`src/rtl/mbldcm_drive_core_if.sv`:
```
// Control/status bundle between the register front end and the BLDC drive core.
interface mbldcm_drive_core_if #(
  parameter int unsigned pPhaseWidth = 6,
  parameter int unsigned pPwmWidth   = 8
);
  logic                   iEnable;
  logic [31:0]            iDiv;
  logic                   iStop;
  logic                   iDir;
  logic [pPwmWidth-1:0]   iDuty;
  logic [pPhaseWidth-1:0] iPhaseUpdate;
  logic                   iLatchPhaseUpdate;
  logic [pPhaseWidth-1:0] oPhase;
  logic                   oStepStrobe;
  logic                   oUh;
  logic                   oUl;
  logic                   oVh;
  logic                   oVl;
  logic                   oWh;
  logic                   oWl;

  // Front end drives controls and observes status.
  modport master (
    output iEnable, iDiv, iStop, iDir, iDuty, iPhaseUpdate, iLatchPhaseUpdate,
    input  oPhase, oStepStrobe, oUh, oUl, oVh, oVl, oWh, oWl
  );

  // Drive core consumes controls and produces status and gate pins.
  modport slave (
    input  iEnable, iDiv, iStop, iDir, iDuty, iPhaseUpdate, iLatchPhaseUpdate,
    output oPhase, oStepStrobe, oUh, oUl, oVh, oVl, oWh, oWl
  );
endinterface

```
`src/rtl/mbldcm_drive_core.sv`:
```
// Six-step BLDC commutation core: phase sequencer, high-side PWM chopping,
// per-switch turn-on delay, per-leg interlock and output polarity.
module mbldcm_drive_core #(
  parameter int unsigned pStagesPerStep = 2,
  parameter int unsigned pPhaseWidth    = 6,
  parameter int unsigned pPwmWidth      = 8,
  parameter int unsigned pDeadTime      = 4,
  parameter logic        pInvertUh      = 1'b0,
  parameter logic        pInvertUl      = 1'b0,
  parameter logic        pInvertVh      = 1'b0,
  parameter logic        pInvertVl      = 1'b0,
  parameter logic        pInvertWh      = 1'b0,
  parameter logic        pInvertWl      = 1'b0
) (
  input logic                  iClock,
  input logic                  iReset_n,
  mbldcm_drive_core_if.slave   bus
);

  localparam int unsigned            NumStages = 6 * pStagesPerStep;
  localparam logic [pPhaseWidth-1:0] LastPhase = pPhaseWidth'(NumStages - 1);
  localparam logic [7:0]             DeadTime  = 8'(pDeadTime);

  // Switch indices into the per-switch vectors.
  localparam int unsigned Uh = 0;
  localparam int unsigned Ul = 1;
  localparam int unsigned Vh = 2;
  localparam int unsigned Vl = 3;
  localparam int unsigned Wh = 4;
  localparam int unsigned Wl = 5;

  logic [31:0]            r_cnt;
  logic [31:0]            w_cnt_d;
  logic [pPhaseWidth-1:0] r_phase;
  logic [pPhaseWidth-1:0] w_phase_d;
  logic [pPhaseWidth-1:0] w_phase_next;
  logic                   w_advance;
  logic                   r_strobe;
  logic [pPwmWidth-1:0]   r_pwm;
  logic                   w_pwm_on;
  logic [2:0]             w_step;
  logic [5:0]             w_req_raw;
  logic [5:0]             w_req;
  logic [7:0]             r_dt_cnt [6];
  logic [5:0]             r_act;
  logic [2:0]             w_leg_clash;
  logic [5:0]             w_on;

  // Neighbouring stage in the selected rotation direction, with wrap.
  always_comb begin
    if (bus.iDir) begin
      w_phase_next = (r_phase == '0) ? LastPhase : r_phase - pPhaseWidth'(1);
    end else begin
      w_phase_next = (r_phase == LastPhase) ? '0 : r_phase + pPhaseWidth'(1);
    end
  end

  // Divider and phase next-state; latch outranks stop and advance.
  always_comb begin
    w_cnt_d   = r_cnt;
    w_phase_d = r_phase;
    w_advance = 1'b0;
    if (bus.iLatchPhaseUpdate) begin
      w_cnt_d   = '0;
      w_phase_d = (bus.iPhaseUpdate > LastPhase) ? '0 : bus.iPhaseUpdate;
    end else if ((bus.iDiv != '0) && !bus.iStop) begin
      if (r_cnt >= bus.iDiv) begin
        // Divider shrunk below the running count: restart without stepping.
        w_cnt_d = '0;
      end else if (r_cnt == bus.iDiv - 32'd1) begin
        w_cnt_d   = '0;
        w_advance = 1'b1;
        w_phase_d = w_phase_next;
      end else begin
        w_cnt_d = r_cnt + 32'd1;
      end
    end
  end

  // Divider, phase, step strobe and PWM counter state.
  always_ff @(posedge iClock or negedge iReset_n) begin
    if (!iReset_n) begin
      r_cnt    <= '0;
      r_phase  <= '0;
      r_strobe <= 1'b0;
      r_pwm    <= '0;
    end else begin
      r_cnt    <= w_cnt_d;
      r_phase  <= w_phase_d;
      r_strobe <= w_advance;
      r_pwm    <= r_pwm + pPwmWidth'(1);
    end
  end

  assign w_step   = 3'(r_phase / pPhaseWidth'(pStagesPerStep));
  assign w_pwm_on = (bus.iDuty == '1) || (r_pwm < bus.iDuty);

  // Commutation table: requested high/low pair for the current step.
  always_comb begin
    w_req_raw = '0;
    case (w_step)
      3'd0: begin w_req_raw[Uh] = 1'b1; w_req_raw[Vl] = 1'b1; end
      3'd1: begin w_req_raw[Uh] = 1'b1; w_req_raw[Wl] = 1'b1; end
      3'd2: begin w_req_raw[Vh] = 1'b1; w_req_raw[Wl] = 1'b1; end
      3'd3: begin w_req_raw[Vh] = 1'b1; w_req_raw[Ul] = 1'b1; end
      3'd4: begin w_req_raw[Wh] = 1'b1; w_req_raw[Ul] = 1'b1; end
      3'd5: begin w_req_raw[Wh] = 1'b1; w_req_raw[Vl] = 1'b1; end
      default: w_req_raw = '0;
    endcase
  end

  // Enable gating on every switch, PWM chopping on high-sides only.
  always_comb begin
    w_req     = w_req_raw & {6{bus.iEnable}};
    w_req[Uh] = w_req[Uh] & w_pwm_on;
    w_req[Vh] = w_req[Vh] & w_pwm_on;
    w_req[Wh] = w_req[Wh] & w_pwm_on;
  end

  // Per-switch on-delay: assert only after the request has held for DeadTime clocks.
  always_ff @(posedge iClock or negedge iReset_n) begin
    if (!iReset_n) begin
      r_act <= '0;
      for (int i = 0; i < 6; i++) begin
        r_dt_cnt[i] <= '0;
      end
    end else begin
      for (int i = 0; i < 6; i++) begin
        if (!w_req[i]) begin
          r_dt_cnt[i] <= '0;
          r_act[i]    <= 1'b0;
        end else if (r_dt_cnt[i] == DeadTime) begin
          r_act[i] <= 1'b1;
        end else begin
          r_dt_cnt[i] <= r_dt_cnt[i] + 8'd1;
        end
      end
    end
  end

  // Leg interlock: a leg with both switches active is forced fully off.
  always_comb begin
    w_leg_clash[0] = r_act[Uh] & r_act[Ul];
    w_leg_clash[1] = r_act[Vh] & r_act[Vl];
    w_leg_clash[2] = r_act[Wh] & r_act[Wl];
    w_on[Uh] = r_act[Uh] & ~w_leg_clash[0];
    w_on[Ul] = r_act[Ul] & ~w_leg_clash[0];
    w_on[Vh] = r_act[Vh] & ~w_leg_clash[1];
    w_on[Vl] = r_act[Vl] & ~w_leg_clash[1];
    w_on[Wh] = r_act[Wh] & ~w_leg_clash[2];
    w_on[Wl] = r_act[Wl] & ~w_leg_clash[2];
  end

  // The six-step table and turn-off-before-turn-on make a clash unreachable.
  a_no_shoot_through : assert property (@(posedge iClock) disable iff (!iReset_n)
    w_leg_clash == 3'b000);

  assign bus.oPhase      = r_phase;
  assign bus.oStepStrobe = r_strobe;
  assign bus.oUh         = w_on[Uh] ^ pInvertUh;
  assign bus.oUl         = w_on[Ul] ^ pInvertUl;
  assign bus.oVh         = w_on[Vh] ^ pInvertVh;
  assign bus.oVl         = w_on[Vl] ^ pInvertVl;
  assign bus.oWh         = w_on[Wh] ^ pInvertWh;
  assign bus.oWl         = w_on[Wl] ^ pInvertWl;

endmodule
```
`src/flat_wrapper.sv`:
```
// flat-port wrapper written by rule: the top's interface ports become plain ports
module mbldcm_drive_core_flat 
#(
  parameter int unsigned pStagesPerStep = 2,
  parameter int unsigned pPhaseWidth    = 6,
  parameter int unsigned pPwmWidth      = 8,
  parameter int unsigned pDeadTime      = 4,
  parameter logic        pInvertUh      = 1'b0,
  parameter logic        pInvertUl      = 1'b0,
  parameter logic        pInvertVh      = 1'b0,
  parameter logic        pInvertVl      = 1'b0,
  parameter logic        pInvertWh      = 1'b0,
  parameter logic        pInvertWl      = 1'b0
)
  (iClock, iReset_n, bus_iEnable, bus_iDiv, bus_iStop, bus_iDir, bus_iDuty, bus_iPhaseUpdate, bus_iLatchPhaseUpdate, bus_oPhase, bus_oStepStrobe, bus_oUh, bus_oUl, bus_oVh, bus_oVl, bus_oWh, bus_oWl);
  mbldcm_drive_core_if #(.pPhaseWidth(pPhaseWidth), .pPwmWidth(pPwmWidth)) bus_i ();
  input logic iClock;
  input logic iReset_n;
  input wire logic [$bits(bus_i.iEnable)-1:0] bus_iEnable;
  input wire logic [$bits(bus_i.iDiv)-1:0] bus_iDiv;
  input wire logic [$bits(bus_i.iStop)-1:0] bus_iStop;
  input wire logic [$bits(bus_i.iDir)-1:0] bus_iDir;
  input wire logic [$bits(bus_i.iDuty)-1:0] bus_iDuty;
  input wire logic [$bits(bus_i.iPhaseUpdate)-1:0] bus_iPhaseUpdate;
  input wire logic [$bits(bus_i.iLatchPhaseUpdate)-1:0] bus_iLatchPhaseUpdate;
  output wire logic [$bits(bus_i.oPhase)-1:0] bus_oPhase;
  output wire logic [$bits(bus_i.oStepStrobe)-1:0] bus_oStepStrobe;
  output wire logic [$bits(bus_i.oUh)-1:0] bus_oUh;
  output wire logic [$bits(bus_i.oUl)-1:0] bus_oUl;
  output wire logic [$bits(bus_i.oVh)-1:0] bus_oVh;
  output wire logic [$bits(bus_i.oVl)-1:0] bus_oVl;
  output wire logic [$bits(bus_i.oWh)-1:0] bus_oWh;
  output wire logic [$bits(bus_i.oWl)-1:0] bus_oWl;
  assign bus_i.iEnable = bus_iEnable;
  assign bus_i.iDiv = bus_iDiv;
  assign bus_i.iStop = bus_iStop;
  assign bus_i.iDir = bus_iDir;
  assign bus_i.iDuty = bus_iDuty;
  assign bus_i.iPhaseUpdate = bus_iPhaseUpdate;
  assign bus_i.iLatchPhaseUpdate = bus_iLatchPhaseUpdate;
  assign bus_oPhase = bus_i.oPhase;
  assign bus_oStepStrobe = bus_i.oStepStrobe;
  assign bus_oUh = bus_i.oUh;
  assign bus_oUl = bus_i.oUl;
  assign bus_oVh = bus_i.oVh;
  assign bus_oVl = bus_i.oVl;
  assign bus_oWh = bus_i.oWh;
  assign bus_oWl = bus_i.oWl;
  mbldcm_drive_core #(.pStagesPerStep(pStagesPerStep), .pPhaseWidth(pPhaseWidth), .pPwmWidth(pPwmWidth), .pDeadTime(pDeadTime), .pInvertUh(pInvertUh), .pInvertUl(pInvertUl), .pInvertVh(pInvertVh), .pInvertVl(pInvertVl), .pInvertWh(pInvertWh), .pInvertWl(pInvertWl)) u_core (.iClock(iClock), .iReset_n(iReset_n), .bus(bus_i));
endmodule
```
`config.mk`:
```
export PLATFORM = sky130hd
export DESIGN_NAME = mbldcm_drive_core_flat
export DESIGN_NICKNAME = d
export VERILOG_FILES = /design/src/rtl/mbldcm_drive_core_if.sv /design/src/rtl/mbldcm_drive_core.sv /design/src/flat_wrapper.sv
export SDC_FILE = /design/constraint.sdc
export NUM_CORES = 1
export LEC_CHECK = 0
export CAP_MARGIN = 5
export CORE_MARGIN = 2
export CORE_UTILIZATION = 40
export DETAILED_ROUTE_END_ITERATION = 6
export SLEW_MARGIN = 40
export SYNTH_ARGS = -nofsm -noshare
export SYNTH_HDL_FRONTEND = slang
export SYNTH_SLANG_ARGS = --single-unit
```
`constraint.sdc`:
```
create_clock -name iClock -period 5 [get_ports iClock]
set_clock_uncertainty 0.15 [all_clocks]
set_input_delay 1.25 -clock iClock [delete_from_list [all_inputs] [get_ports iClock]]
set_output_delay 1.25 -clock iClock [all_outputs]
set_load 0.02 [all_outputs]
```
==> summary.md <==
| Metric | Value |
|---|---|
| Final instance area | `0.00926 sq mm` |
| Run status | `finished, final reports clean` |
| Clock slew seen by the registers of the worst setup and hold paths | `60 ps` |
| Via count of the first global-routing pass | `6623` |
| Pin count of the biggest net entering global routing | `78` |
| Number of nets in the layout | `1111` |
| Total detailed-routing wirelength | `20200 microns` |
| TritonCTS clock tree | `done` |
| Commonest cells after routing, fill and taps aside | `sky130_fd_sc_hd__nor2_1 (106), sky130_fd_sc_hd__dfrtp_1 (101), sky130_fd_sc_hd__nand2_1 (69)` |
| Setup repair after global routing missed its margin | `no` |
| Synthesized instance count | `919` |
| Hold-fix buffers at CTS | `0` |
| Resized Gates After CTS | `0` |
| Post-synthesis mux area share | `0.0148` |
| GRT overflow | `0` |
| Tightest slew margin relative to the limit | `0.482` |
| XOR/XNOR Fraction of Synth Area | `0.117` |
| Core Box Area | `0.0193 sq mm` |
| Count of state elements after synthesis | `101` |
| Clk sink count | `101` |
| Worst Path Class, Setup | `input port to flop` |
| Wire length of the first global-routing pass | `33800 microns` |
| Placement-stage worst setup slack | `-6.11 ps` |
| Worst slew pin tran | `778 ps` |
| Post-route fraction of the period consumed by the critical path | `0.937` |
| Input/output buffers | `64` |
| Starting Density | `0.405` |
| Data arrival time at the worst-slack endpoint | `4770 ps` |
| Max-cap check violation count | `0` |
| Horizontal extent of the die | `144 microns` |
| Least setup slack across all paths after layout | `316 ps` |
| Root buffer cell | `sky130_fd_sc_hd__clkbuf_16` |
| Core Rows | `51` |
| Starting DRC count in detailed routing | `539` |
| Power Density | `200 mW/mm^2` |
| Synthesized Nets | `1027` |
| HPWL after detailed placement | `15400 microns` |
| DIE AREA | `0.0206 sq mm` |
| Minimum clock period | `4680 ps` |
| Placed Instance Area | `0.00895 sq mm` |
| DRC violation count after routing | `0` |
| Post-synthesis compound-gate area fraction | `0.118` |
| Startpoint types | `input port` |
| Mean number of vias per cell | `5.39` |
| Share of final-layout standard cells stronger than drive strength 1 | `0.0784` |
| Post-synthesis area per instance | `8.49 sq um` |
| Flip-flop cell with the highest count after synthesis | `sky130_fd_sc_hd__dfrtp_1` |
| Yosys Warn Count | `0` |
| Simple-gate portion of the synthesized area | `0.286` |
| Number of enable-type register cells in the synthesized netlist | `0` |
| Sum of internal, switching and leakage power | `1850 uW` |
| Worst-case clock buffer depth | `2` |
| Antenna violations before repair | `0` |
| Number of vias after detailed routing | `6861` |
| Area share of fa/ha/maj cells after synthesis | `0.0898` |
| Endpoints failing setup | `0` |
| Worst hold slack | `346 ps` |
| Average wire per cell in the routed design | `15.9 microns` |
| Type of the worst min-delay path | `flop to flop` |
| Number of endpoints with negative hold slack in the final report | `0` |
| Syn-to-layout area delta | `18.7%` |
| Critical Path Sink Type | `flop` |
| Number of buffers added for setup after CTS | `0` |
| Sequential area share after synthesis | `0.324` |
| Top-level I/O count | `65` |
| Combinational family with the most area after synthesis | `simple AND/OR/NAND/NOR gates` |
| Later-pin clock latency in the skew report | `350 ps` |
| Maximum operating frequency | `213 MHz` |
| Count of unique library cells instantiated by Yosys | `71` |
| Worst-case vdd ir drop | `0.176 mV` |
| Static Leak | `0.00410 uW` |
| Maximum fanout along the worst path | `23` |
| GRT Total Usage | `0.205` |
| Netlist area before placement | `0.00780 sq mm` |
| Drt first pass iters | `5` |
| Routed Antenna Nets | `0` |
| Commonest non-fill, non-tap cell in the layout | `sky130_fd_sc_hd__nor2_1` |
| Global placer's final weighted congestion | `0.907` |
| Synth async-reset ratio | `1.00` |
| Finished Core Util | `0.480` |
| Die height | `144 microns` |
| Worst path required time | `5090 ps` |
| Number of buffers inserted during clock tree synthesis | `9` |
| CTS H-tree lvls | `3` |
| Slew Limit Fails | `0` |
| Diode count | `0` |
[report_power, final]
| group | switching (uW) | leakage, uW | internal, uW |
|---|---|---|---|
| Combinational | 164 | 0.00257 | 130 |
| Clock | 307 | 0.000146 | 403 |
| Sequential | 23.8 | 0.00139 | 827 |
[sequential cells by signal (all words and copies together) (netlist names)]
name	cells
u_core.bus.oPhase	6
u_core.r_dt_cnt	48
u_core.r_pwm	8
u_core.bus.oStepStrobe	1
u_core.r_act	6
u_core.r_cnt	32
[path summary, 6_finish.rpt]
check                      slack (ps)  cells after the start       startpoint                  to
min in group asynchronous         770                      1         iReset_n    u_core.r_cnt[31]
max in group asynchronous        3070                      2         iReset_n  u_core.r_dt_cnt[7]
min                               350                      1  u_core.r_pwm[0]     u_core.r_pwm[0]
max                               320                     13      bus_iDiv[3]    u_core.r_cnt[29]
min reg2reg                       350                      1  u_core.r_pwm[0]     u_core.r_pwm[0]
max reg2reg                      1740                     11  u_core.r_cnt[0]     u_core.r_cnt[2]
[critical path, stage by stage]
cell                              delay [ps]
sky130_fd_sc_hd__clkdlybuf4s50_1         490
sky130_fd_sc_hd__buf_4                   190
sky130_fd_sc_hd__nor4b_1                 610
sky130_fd_sc_hd__nand4_1                 170
sky130_fd_sc_hd__buf_4                   200
sky130_fd_sc_hd__nor4_1                  310
sky130_fd_sc_hd__xnor2_1                 170
sky130_fd_sc_hd__nand2_1                 130
sky130_fd_sc_hd__a211oi_1                290
sky130_fd_sc_hd__or4b_4                  520
sky130_fd_sc_hd__a21oi_4                 180
sky130_fd_sc_hd__buf_12                  170
sky130_fd_sc_hd__nor2_1                   60
[metrics by stage]
| stage | cells | TNS (ps) |
|---|---|---|
| 6_report | 1273 | 0 |
| 5_1_grt | 1273 | 0 |
| 4_1_cts | 1273 | 0 |
| 3_5_place_dp | 1257 | -32.6 |
| 3_3_place_gp | 1257 | 0 |
| 2_1_floorplan | 919 | 0 |
[cells by family after synthesis]
group	count (synthesis)
mux	10
xor+xnor	104
flops	101
simple gates	420
compound gates	130
fa+ha+maj	56
buf+inv	98
[cells in the mapped netlist, drive strengths merged (27+ instances only)]
| cell type | n | area [sq um] |
|---|---|---|
| a21oi | 34 | 185 |
| dfrtp | 101 | 2530 |
| nor2 | 106 | 398 |
| nand3 | 57 | 285 |
| and3 | 28 | 175 |
| ha | 56 | 701 |
| nor3 | 29 | 145 |
| xor2 | 61 | 534 |
| inv | 66 | 248 |
| nor4 | 27 | 205 |
| xnor2 | 43 | 377 |
| nand2 | 69 | 259 |
[final cells by class]
type                    count  area, sq um
flip-flops and latches    101         2530
well taps                 265          332
repair buffers            105          962
multi-input cells         720         4890
clock buffers              11          243
inverters                  66          248
clock inverters             5         60.1
fillers                  1976        10000
[routing by layer]
| layer | share of wire | track usage |
|---|---|---|
| met2 | 0.46 | 0.326 |
| met4 | 0.013 | 0.0408 |
| met1 | 0.47 | 0.288 |
| met5 | 0 | 0 |
| met3 | 0.056 | 0.0443 |
(Power assumes the default switching activity.)
